`src/rtl/instr_fetch_unit.sv`:
```
// instr_fetch_unit
//   Front-end fetch stage. Owns the program counter, drives the instruction
//   memory address combinationally from it, and captures {pc, instr} pairs
//   into a small FIFO that feeds decode through a valid/ready handshake.
//   Redirects reload the PC and flush the FIFO. Fetching halts once the PC
//   runs past the end of instruction memory.
//
// Parameters
//   RESET_PC   PC loaded on reset
//   DEPTH      fetch buffer entries (power of two, >= 2)
//   IMEM_SIZE  instruction memory size in bytes
//
// Ports
//   clk, reset       clock, synchronous active-high reset
//   imem_addr        byte address to instruction memory (== pc)
//   imem_instr       instruction returned for imem_addr, same cycle
//   redirect_valid   load redirect_pc (word aligned) and flush the buffer
//   redirect_pc      redirect target
//   out_valid        buffer head valid
//   out_ready        decode accepts the head
//   out_pc           PC of the head entry
//   out_instr        instruction of the head entry
//   fetch_halted     pc is past the end of memory
//   stall_cycles     back-pressure cycle counter
//
// Build option
//   FETCH_PERF_CNT_EN  when defined, stall_cycles counts cycles where a fetch
//                      was possible but the buffer was full; otherwise it is
//                      tied to zero.
module instr_fetch_unit #(
  parameter logic [63:0] RESET_PC  = 64'h0,
  parameter int          DEPTH     = 2,
  parameter logic [63:0] IMEM_SIZE = 64'd4095
) (
  input  logic        clk,
  input  logic        reset,
  output logic [63:0] imem_addr,
  input  logic [31:0] imem_instr,
  input  logic        redirect_valid,
  input  logic [63:0] redirect_pc,
  output logic        out_valid,
  input  logic        out_ready,
  output logic [63:0] out_pc,
  output logic [31:0] out_instr,
  output logic        fetch_halted,
  output logic [31:0] stall_cycles
);

  localparam int            AW   = (DEPTH > 1) ? $clog2(DEPTH) : 1;
  localparam logic [AW:0]   FULL = (AW+1)'(DEPTH);

  typedef struct packed {
    logic [63:0] pc;
    logic [31:0] instr;
  } fetch_entry_t;

  fetch_entry_t  entries [DEPTH];
  logic [63:0]   pc;
  logic [AW-1:0] head, tail;
  logic [AW:0]   count;
  logic [64:0]   pc_last_byte;
  logic          fetch_ok, pop, push, full;

  // Extra top bit so pc+3 overflow reads as out of range.
  assign pc_last_byte = {1'b0, pc} + 65'd3;
  assign fetch_halted = !(pc_last_byte < {1'b0, IMEM_SIZE});
  assign fetch_ok     = !fetch_halted;

  assign imem_addr = pc;
  assign out_valid = (count != '0);
  assign full      = (count == FULL);
  assign pop       = out_valid && out_ready;
  // A full buffer still accepts a push when the head leaves the same cycle.
  assign push      = fetch_ok && !redirect_valid && (!full || pop);

  assign out_pc    = entries[head].pc;
  assign out_instr = entries[head].instr;

  // Redirect target low bits are dropped; they are only read via this tap.
  logic unused_redirect_lsbs;
  assign unused_redirect_lsbs = ^redirect_pc[1:0];

  always_ff @(posedge clk) begin
    if (reset) begin
      pc    <= RESET_PC;
      head  <= '0;
      tail  <= '0;
      count <= '0;
      for (int i = 0; i < DEPTH; i++) entries[i] <= '0;
    end else if (redirect_valid) begin
      // Any pop this cycle is discarded along with the rest of the buffer.
      pc    <= {redirect_pc[63:2], 2'b00};
      head  <= '0;
      tail  <= '0;
      count <= '0;
    end else begin
      if (push) begin
        entries[tail] <= '{pc: pc, instr: imem_instr};
        tail          <= tail + 1'b1;
        pc            <= pc + 64'd4;
      end
      if (pop) head <= head + 1'b1;
      case ({push, pop})
        2'b10:   count <= count + 1'b1;
        2'b01:   count <= count - 1'b1;
        default: count <= count;
      endcase
    end
  end

`ifdef FETCH_PERF_CNT_EN
  logic [31:0] stall_q;

  always_ff @(posedge clk) begin
    if (reset) begin
      stall_q <= '0;
    end else if (fetch_ok && !redirect_valid && !push && (stall_q != 32'hFFFF_FFFF)) begin
      stall_q <= stall_q + 32'd1;
    end
  end

  assign stall_cycles = stall_q;
`else
  assign stall_cycles = '0;
`endif

endmodule

```
`config.mk`:
```
export PLATFORM = sky130hd
export DESIGN_NAME = instr_fetch_unit
export DESIGN_NICKNAME = d
export VERILOG_FILES = /design/src/rtl/instr_fetch_unit.sv
export SDC_FILE = /design/constraint.sdc
export NUM_CORES = 1
export LEC_CHECK = 0
export BUFFER_PORTS_ARGS = -buffer_cell sky130_fd_sc_hd__buf_2
export CORE_MARGIN = 3
export CORE_UTILIZATION = 54
export DETAILED_ROUTE_END_ITERATION = 8
export GPL_TIMING_DRIVEN = 1
export PLACE_DENSITY = 0.82
export SLEW_MARGIN = 40
export SYNTH_ARGS = -nofsm -noshare
export SYNTH_HDL_FRONTEND = slang
export SYNTH_SLANG_ARGS = --single-unit
```
`constraint.sdc`:
```
create_clock -name clk -period 31.9 [get_ports clk]
set_input_delay 6.38 -clock clk [delete_from_list [all_inputs] [get_ports clk]]
set_output_delay 6.38 -clock clk [all_outputs]
set_load 0.05 [all_outputs]
```
# After elaboration in Yosys (flattened, before gate mapping)
# Memories as Yosys holds them, arrays and structs flattened. A register that Yosys moved wholly into a read port is not among the register bits.
# Index checks and enable logic that the tools add are counted.
totals:
  register_bits: 68
  mem_bits_rw: 192
  inputBits: 100
  out_inout_bits: 194
  elab_cells: 42
  n_memories: 1
memory_table:
  columns: ["name", "depth", "word_bits", "rd", "rd_clocked_by_memory_dff", "write_ports", "line_no", "text"]
  rows:
  - ["entries", 2, 96, 1, 1, 2, "57", "fetch_entry_t entries [DEPTH];"]
op_classes:
  add_sub_neg: 6
  magnitude_cmp: 1
  n_eq_ne: 3
  mux: 14
  reduce_logical: 12
op_table:
  columns: ["cell", "n"]
  rows:
  - ["2-to-1 mux 64 bit", 2]
  - ["2-to-1 mux 96 bit", 1]
  - ["OR reduction 96 bit", 1]
  - ["adder 64 x 2 -> 65 bit, second input constant", 1]
  - ["less-than comparator 65 x 12 -> 1 bit, second input constant", 1]
  - ["adder 64 x 3 -> 64 bit, second input constant", 1]
  - ["2-to-1 mux 1 bit", 10]
  - ["nonzero test 2 bit", 3]
  - ["== test 2 bit, second input constant", 2]
  - ["one-hot mux 2 bit (2 select lines)", 1]
  - ["logical AND 1 bit", 3]
  - ["logical NOT 1 bit", 3]
  - ["adder 1 bit, second input constant", 2]
  - ["adder 2 x 1 -> 2 bit, second input constant", 1]
  - ["== test 2 x 1 -> 1 bit, second input constant", 1]
  - ["OR reduction 2 bit", 1]
  - ["subtractor 2 x 1 -> 2 bit, second input constant", 1]
  - ["logical OR 1 bit", 1]

# Depth between registers and ports, before layout
# Gate-level depths: netlist (run 1).
depth:
  depth_word: 10
  mapped_depth: 7
  depth_no_buf: 7

# Least setup slack after synthesis (run 1)
# No wires, ideal clock.
synth_timing:
  path_type: "input to register"
  from: "input redirect_valid"
  to: "memory entries[0][0] (netlist name), enable pin"
  setup_ps: 802
  arrival_ps: 16414
  required_ps: 31098
  slack_ps: 14684
  cell_stages: 3
  n_path_buf: 2
  path_cell_list: "clkbuf_1 > buf_1 > o41ai_1"
synth_rtl:
  columns: ["item", "line_no", "text"]
  rows:
  - ["start: declaration", "39", "input logic redirect_valid,"]
  - ["end: declaration", "57", null]

# Final worst setup path (run 1)
layout_timing:
  from: "register pc[14] (netlist: imem_addr[14])"
  to: "output fetch_halted"
layout_via:
  elab_chain_cells: 3
layout_lines:
  columns: ["item", "line_no", "text"]
  rows:
  - ["start: declaration", "58", "logic [63:0] pc;"]
  - ["start signal: assignment", "92", "pc <= {redirect_pc[63:2], 2'b00};"]
  - ["start signal: assignment", "100", "pc <= pc + 64'd4;"]
  - ["adder 64 x 2 -> 65 bit", "65", "assign pc_last_byte = {1'b0, pc} + 65'd3;"]
  - ["less-than comparator 65 x 12 -> 1 bit", "66", "assign fetch_halted = !(pc_last_byte < {1'b0, IMEM_SIZE});"]
  - ["logical NOT 1 bit", "66", null]
  - ["end: declaration", "45", "output logic fetch_halted,"]
# No other way between the ends.

==> impl_metrics.yaml, run 1 <==
critical_path:
  r2r-end: "entries[0][92]$_SDFFCE_PN0P_"
  crit_fanout: 10
  cpPeakStageDelay_ns: 0.61
  critPathKind: "reg -> out"
  path_buf_inv: 1
  crit_start: "imem_addr[14]$_SDFFE_PP0P_"
  rrSetupSlack_ns: 28.48
  cp_cell_sequence: "nor4_1, nand4_1, a2111oi_4, nand2_4, buf_2"
  cp-start-kind: "flop"
  crit_cells: 5
  cp_top_family: "simple AND/OR/NAND/NOR gates"
  cpMaxStageDelayCell: "a2111oi_4"
  cp.arrival_ns: 2.58
  required_ns: 25.52
  endpoint: "fetch_halted"
  reg2regPathDepth: 7
  endpoint_kind: "output port"
  timing.rr.start: "imem_addr[14]$_SDFFE_PP0P_"
timing:
  drv_slew: 0
  worst_pin_slew_ns: 0.765
  hold_viol_final: 0
  fin_skew_ns: 0.00922
  period_share: 0.281
  setup_slack_ns: 22.94
  rsz0062_at_grt: "no"
  fin_crit_ns: 8.96
  max-slew-margin-rel: 0.490
  fmax_mhz: 112
  setup_viol: 0
  tns_ns: 0
floorplan:
  die-area_mm2: 0.0209
  ioPinCount: 294
  core_area_mm2: 0.0188
  initial_utilization: 0.553
  die_w_um: 145
  rows: 50
  dieHeight_um: 145
min_path:
  holdCritPathClass: "reg -> reg"
logic_synthesis:
  synthesis.area_mm2: 0.0104
  ys_types: 39
  async_reset_ff_frac: 0
  synth_seq_area_share: 0.673
  synthCells: 713
  avgSynthCellArea_um2: 14.6
  ys_warn_count: 0
  synth-edff-count: 188
  ys.flop_type: "edfxtp_1"
  synth-seq-cells: 255
clock_tree:
  cts_buffers: 26
  clk_pin_slew_ns: 0.06
  clk_latency_ns: 0.50
  ctsResizeCount: 0
  clock_path_buffers: 3
  h-tree-depth: 1
  cts_sinks: 255
  cts_hold_buf: 0
  clock-root-buffer: "clkbuf_16"
  post_cts_buffers: 0
  cts_tree: "yes"
detailed_routing:
  viasPerCell: 4.83
  routed_wl_um: 20900
  wire_per_inst_um: 15.7
  drc: 0
  drtPass1Iterations: 4
  drt.antenna.violating_nets: 0
  initialDrtViolationCount: 292
  vias: 6425
global_routing:
  grt_pass1_wl_um: 31300
  grt_overflow: 0
  antenna_found_initial: 0
  grt_usage: 0.189
  grt_max_degree: 81
  grt_pass1_vias: 6346
power:
  power.internal_uw: 566
  p_sw_uw: 191
  seq_power_share: 0.504
  peakVddDrop_v: 0.0000378
  power_switching_share: 0.252
  cellPowerDensity_mw_per_mm2: 58.1
  clockPowerShare: 0.377
  comb_power_share: 0.119
  power_leakage_nw: 5.67
final_layout:
  drive_above_1_share: 0.367
  final_nets: 1174
  area_growth_pct: 25.4
placed_design:
  dpl_worst_slack_ns: 23.06
  hpwlAfterDp_um: 14100
  io_buffers: 255
  place_congestion: 0.790
outcome:
  status: "finished, final reports clean"
run:
  maxCapViolCount: 0
## metrics by stage
step	utilization	instance area [µm²]	hold WS, ns	cells	power [mW]
detailed placement	0.649	12200	0.490	1278	0.478
finish	0.694	13000	0.507	1329	0.757
global placement	0.648	12200	0.488	1278	0.476
global route	0.694	13000	0.547	1326	0.785
CTS	0.692	13000	0.512	1325	0.763
floorplan	-	10900	0.472	852	0.459
## cell usage in the layout, fill, tap and decap left out, types with 5 or more instances in the layout
master,n
o21a_1,11
conb_1,140
buf_2,255
clkinv_1,7
clkbuf_16,27
and2_1,84
edfxtp_1,188
dfxtp_1,66
nor4_1,14
inv_1,5
mux2_2,94
nand3_1,10
nor2_1,62
nand2_1,11
xnor2_1,6
mux2i_1,54
## worst min-delay path by stage
stage	from	endpoint	cells after the start
2_1_floorplan	head$_SDFFE_PP0P_	flop	2
3_3_place_gp	head$_SDFFE_PP0P_	head$_SDFFE_PP0P_	2
3_5_place_dp	head$_SDFFE_PP0P_	head$_SDFFE_PP0P_	2
4_1_cts	imem_addr[12]$_SDFFE_PP0P_	imem_addr[12]$_SDFFE_PP0P_	1
5_1_grt	imem_addr[38]$_SDFFE_PP0P_	imem_addr[38]$_SDFFE_PP0P_	2
6_report	imem_addr[12]$_SDFFE_PP0P_	imem_addr[12]$_SDFFE_PP0P_	1
## cells in the mapped netlist (all sizes together) (2+ instances only)
master    n  area [µm²]
a211oi    4        30.0
a21oi     4        20.0
a311oi    2        17.5
and2     84         526
and3      3        18.8
buf      48         315
clkbuf   22        82.6
dfxtp    67        1340
edfxtp  188        5650
inv       5        18.8
mux2     95        1070
mux2i    54         541
nand2    12        52.6
nand3    10        50.1
nor2     62         233
nor3      2        10.0
nor4     14        87.6
o21a     11        82.6
o32ai     2        17.5
xnor2     6        52.6
xor2      3        26.3
## routing by layer
metal | up-vias | share of wire | GRT usage
met3 | 49 | 0.077 | 0.0444
li1 | 3134 | - | -
met4 | 0 | 0.030 | 0.0668
met5 | - | 0 | 0
met2 | 238 | 0.51 | 0.335
met1 | 3004 | 0.39 | 0.227
## worst register-to-register path: cells and delay by family, from the launching register on
kind / cells / cell delay [ns]
AOI/OAI and AO/OA: 2 / 0.93
buffers and inverters: 2 / 0.89
and+or+nand+nor: 3 / 0.85
DFF: 1 / 0.32
## power by group through the flow
stage | registers (mW) | clock network, mW | logic (mW)
after detailed placement | 0.389 | 0 | 0.0893
after CTS | 0.382 | 0.292 | 0.0896
after global routing | 0.384 | 0.306 | 0.0955
after global placement | 0.388 | 0 | 0.0884
after floorplan | 0.405 | 0 | 0.0544
final | 0.382 | 0.285 | 0.0898
## cell type report
type | instances | area, µm²
well taps | 234 | 293
multi-input cells | 522 | 3530
repair buffers | 263 | 1360
fillers | 1298 | 5740
flip-flops and latches | 255 | 6990
clock buffers | 31 | 691
diodes | 3 | 7.51
inverters | 5 | 18.8
clock inverters | 16 | 131
## logic make-up (layout without fill, tap and decap cells)
group	count (synthesis)	after routing	synth area share
other	1	143	0.000361
buffers and inverters	75	315	0.0401
XOR/XNOR	9	9	0.00759
flip-flops	255	255	0.673
adder cells (fa/ha/maj)	1	1	0.00120
AND/OR/NAND/NOR	194	194	0.100
AO/OA/AOI/OAI	29	29	0.0228
multiplexers	149	149	0.155
## registers in the layout (all words and copies together) (netlist names), named ones only
register / flops
count: 2
entries: 188
imem_addr: 62
tail: 1
head: 1
No activity file was read; power rests on OpenSTA's default activity.
==> inputs of run 2 (changes only) <==
ABC_AREA = 1   (was unset)
CORE_UTILIZATION = 52   (was 54)
PLACE_DENSITY = 0.8   (was 0.82)
clock period = 9.05 ns   (was 31.9 ns; I/O delays follow)
==> run 2 against run 1 <==
  * Non-clock buffer count down 1
  * Register-to-register slack worse by 23 ns
  * Sequential share of layout area up 0.072 points
  * Clock power rose to 3.4 times the previous value
  * Sequential cell count unchanged
  * Sequential power rose to 3.5 times the previous value
  * Clock skew about the same
  * Via count up 9.8%
  * Synthesized cell count up 23%
  * Global-route usage up 0.48 points
  * First-iteration DRC count up 38%
  * Cell count up 14%
==> impl_metrics.yaml, run 2 <==
global_routing:
  grt_pass1_wl_um: 34300
  grt_overflow: 0
  grt_max_degree: 66
  grt_pass1_vias: 6858
  grt_use_met3: 0.0582
  antenna_found_initial: 1
  grt.met2_usage: 0.341
  grt_usage: 0.194
  busiest_layer: "met2"
  use_met1: 0.236
critical_path:
  crit_start: "redirect_valid"
  cp-start-kind: "primary input"
  rrSetupSlack_ns: 5.36
  cpMaxStageDelayCell: "clkinv_1"
  required_ns: 9.24
  endpoint: "entries[1][95]$_SDFFCE_PN0P_"
  cp.arrival_ns: 5.29
  critPathKind: "in -> reg"
  reg2regPathDepth: 12
  crit_top_cell: "buf_4"
  cpPeakStageDelay_ns: 0.69
  timing.rr.start: "imem_addr[23]$_SDFFE_PP0P_"
  crit_fanout: 65
  r2r-end: "entries[1][95]$_SDFFCE_PN0P_"
  endpoint_kind: "flop"
  cp_cell_sequence: "buf_2, buf_4, clkinv_1, nand3_2, inv_2, nand2_2, inv_1, nand3_4, nand2_4, buf_4"
clock_tree:
  h-tree-depth: 1
  cts_buffers: 26
  clk_pin_slew_ns: 0.06
  ctsResizeCount: 0
  clock_path_buffers: 3
  cts_tree: "yes"
  cts_hold_buf: 0
  clk_latency_ns: 0.52
  post_cts_buffers: 0
  clock-root-buffer: "clkbuf_16"
  cts_sinks: 255
logic_synthesis:
  synthTopCellsByArea: "edfxtp_1 (54%), dfxtp_1 (13%), mux2_2 (10%)"
  avgSynthCellArea_um2: 12.0
  synth_commonest_cells: "edfxtp_1 (188), nand2_1 (155), mux2_2 (94), nor2_1 (91), a21oi_1 (75)"
  synthesis.area_mm2: 0.0105
  synth-edff-count: 188
  ys.flop_type: "edfxtp_1"
  synthCells: 874
  netlist.area_leader.share: 0.538
  synth-seq-cells: 255
  async_reset_ff_frac: 0
  ys_types: 26
  synth_most_common_cell: "edfxtp_1"
  yosysTopAreaCell: "edfxtp_1"
  ys_warn_count: 0
  synth_seq_area_share: 0.665
final_layout:
  final_cell_mix: "buf_2 (255), edfxtp_1 (188), nand2_1 (153)"
  fin_util: 0.662
  regArea_mm2: 0.00699
  largest-register: "entries"
  drive_above_1_share: 0.354
  fill_cells: 1537
  largest_reg_flops: 188
  multi_input_area_mm2: 0.00337
  mostFrequentLayoutCell: "buf_2"
  final_nets: 1328
  area_growth_pct: 23.9
timing:
  max-slew-margin-rel: 0.524
  period_share: 0.564
  rsz0062_at_grt: "no"
  fmax_mhz: 196
  tns_ns: 0
  drv_slew: 0
  fin_skew_ns: 0.00945
  worst_pin_slew_ns: 0.712
  hold_viol_final: 0
  setup_viol: 0
  fin_crit_ns: 5.10
floorplan:
  ioPinCount: 294
  core_area_mm2: 0.0197
  rows: 51
  dieHeight_um: 148
  initial_utilization: 0.534
  die_w_um: 148
  die-area_mm2: 0.0219
min_path:
  holdCritPathClass: "reg -> reg"
power:
  cellPowerDensity_mw_per_mm2: 201
  peakVddDrop_v: 0.000162
  power_leakage_nw: 5.69
  finalPower_mw: 2.62
detailed_routing:
  drc: 0
  vias: 7056
  viasPerCell: 4.67
  routed_wl_um: 22100
  drt.antenna.violating_nets: 0
  drtPass1Iterations: 5
  wire_per_inst_um: 14.6
  initialDrtViolationCount: 402
placed_design:
  hpwlAfterDp_um: 14500
  io_buffers: 255
  place_congestion: 0.788
run:
  maxCapViolCount: 0
outcome:
  status: "finished, final reports clean"
[run 2: area by class of cell]
cell class | instances | share of cell area
Sequential cell | 255 | 0.537
Multi-Input combinational cell | 626 | 0.259
Timing Repair Buffer | 262 | 0.102
Clock buffer | 39 | 0.0555
Tap cell | 265 | 0.0255
Inverter | 56 | 0.0162
Clock inverter | 8 | 0.00375
Antenna cell | 1 | 0.000192
[run 2: how the worst min path moves through the flow]
stage                 startpoint    to  depth (start not counted)
5_1_grt        head$_SDFFE_PP0P_  flop                          1
6_report       head$_SDFFE_PP0P_  flop                          1
3_3_place_gp   head$_SDFFE_PP0P_  flop                          1
4_1_cts        head$_SDFFE_PP0P_  flop                          1
2_1_floorplan  head$_SDFFE_PP0P_  flop                          1
3_5_place_dp   head$_SDFFE_PP0P_  flop                          1
[run 2: cells by family (layout without fill, tap and decap cells)]
family | count (synthesis) | count (layout) | synth area share
buffers and inverters | 132 | 365 | 0.0654
AND/OR/NAND/NOR | 302 | 302 | 0.121
XOR/XNOR | 9 | 9 | 0.00751
adder cells (fa/ha/maj) | 1 | 1 | 0.00119
multiplexers | 94 | 94 | 0.101
flip-flops | 255 | 255 | 0.665
other | 1 | 141 | 0.000357
AO/OA/AOI/OAI | 80 | 80 | 0.0381
[run 2: report_power, final]
part,internal [mW],total (mW),leakage (nW),switching (mW)
Clock,0.550,0.967,0.375,0.417
Combinational,0.0695,0.311,2.87,0.241
Sequential,1.32,1.34,2.44,0.0245
Total,1.94,2.62,5.69,0.683
[run 2: worst max-delay path, delay by kind of cell]
family	cells	cell delay [ns]
and+or+nand+nor	4	1.43
buffers and inverters	6	1.98
[run 2: stage by stage]
step / cells / hold slack [ns] / area, µm² / worst slack [ns]
final: 1512 / 0.450 / 13000 / 3.95
after global placement: 1464 / 0.431 / 12200 / 2.96
after detailed placement: 1464 / 0.437 / 12200 / 3.30
after global routing: 1511 / 0.469 / 13000 / 3.59
after CTS: 1511 / 0.450 / 13000 / 3.85
after floorplan: 1013 / 0.426 / 11000 / 4.02
[run 2: routing by layer]
metal	vias to the layer above	wire (µm)
met4	2	512
met2	256	11100
met3	45	1980
met1	3278	8510
met5	-	7
li1	3475	-
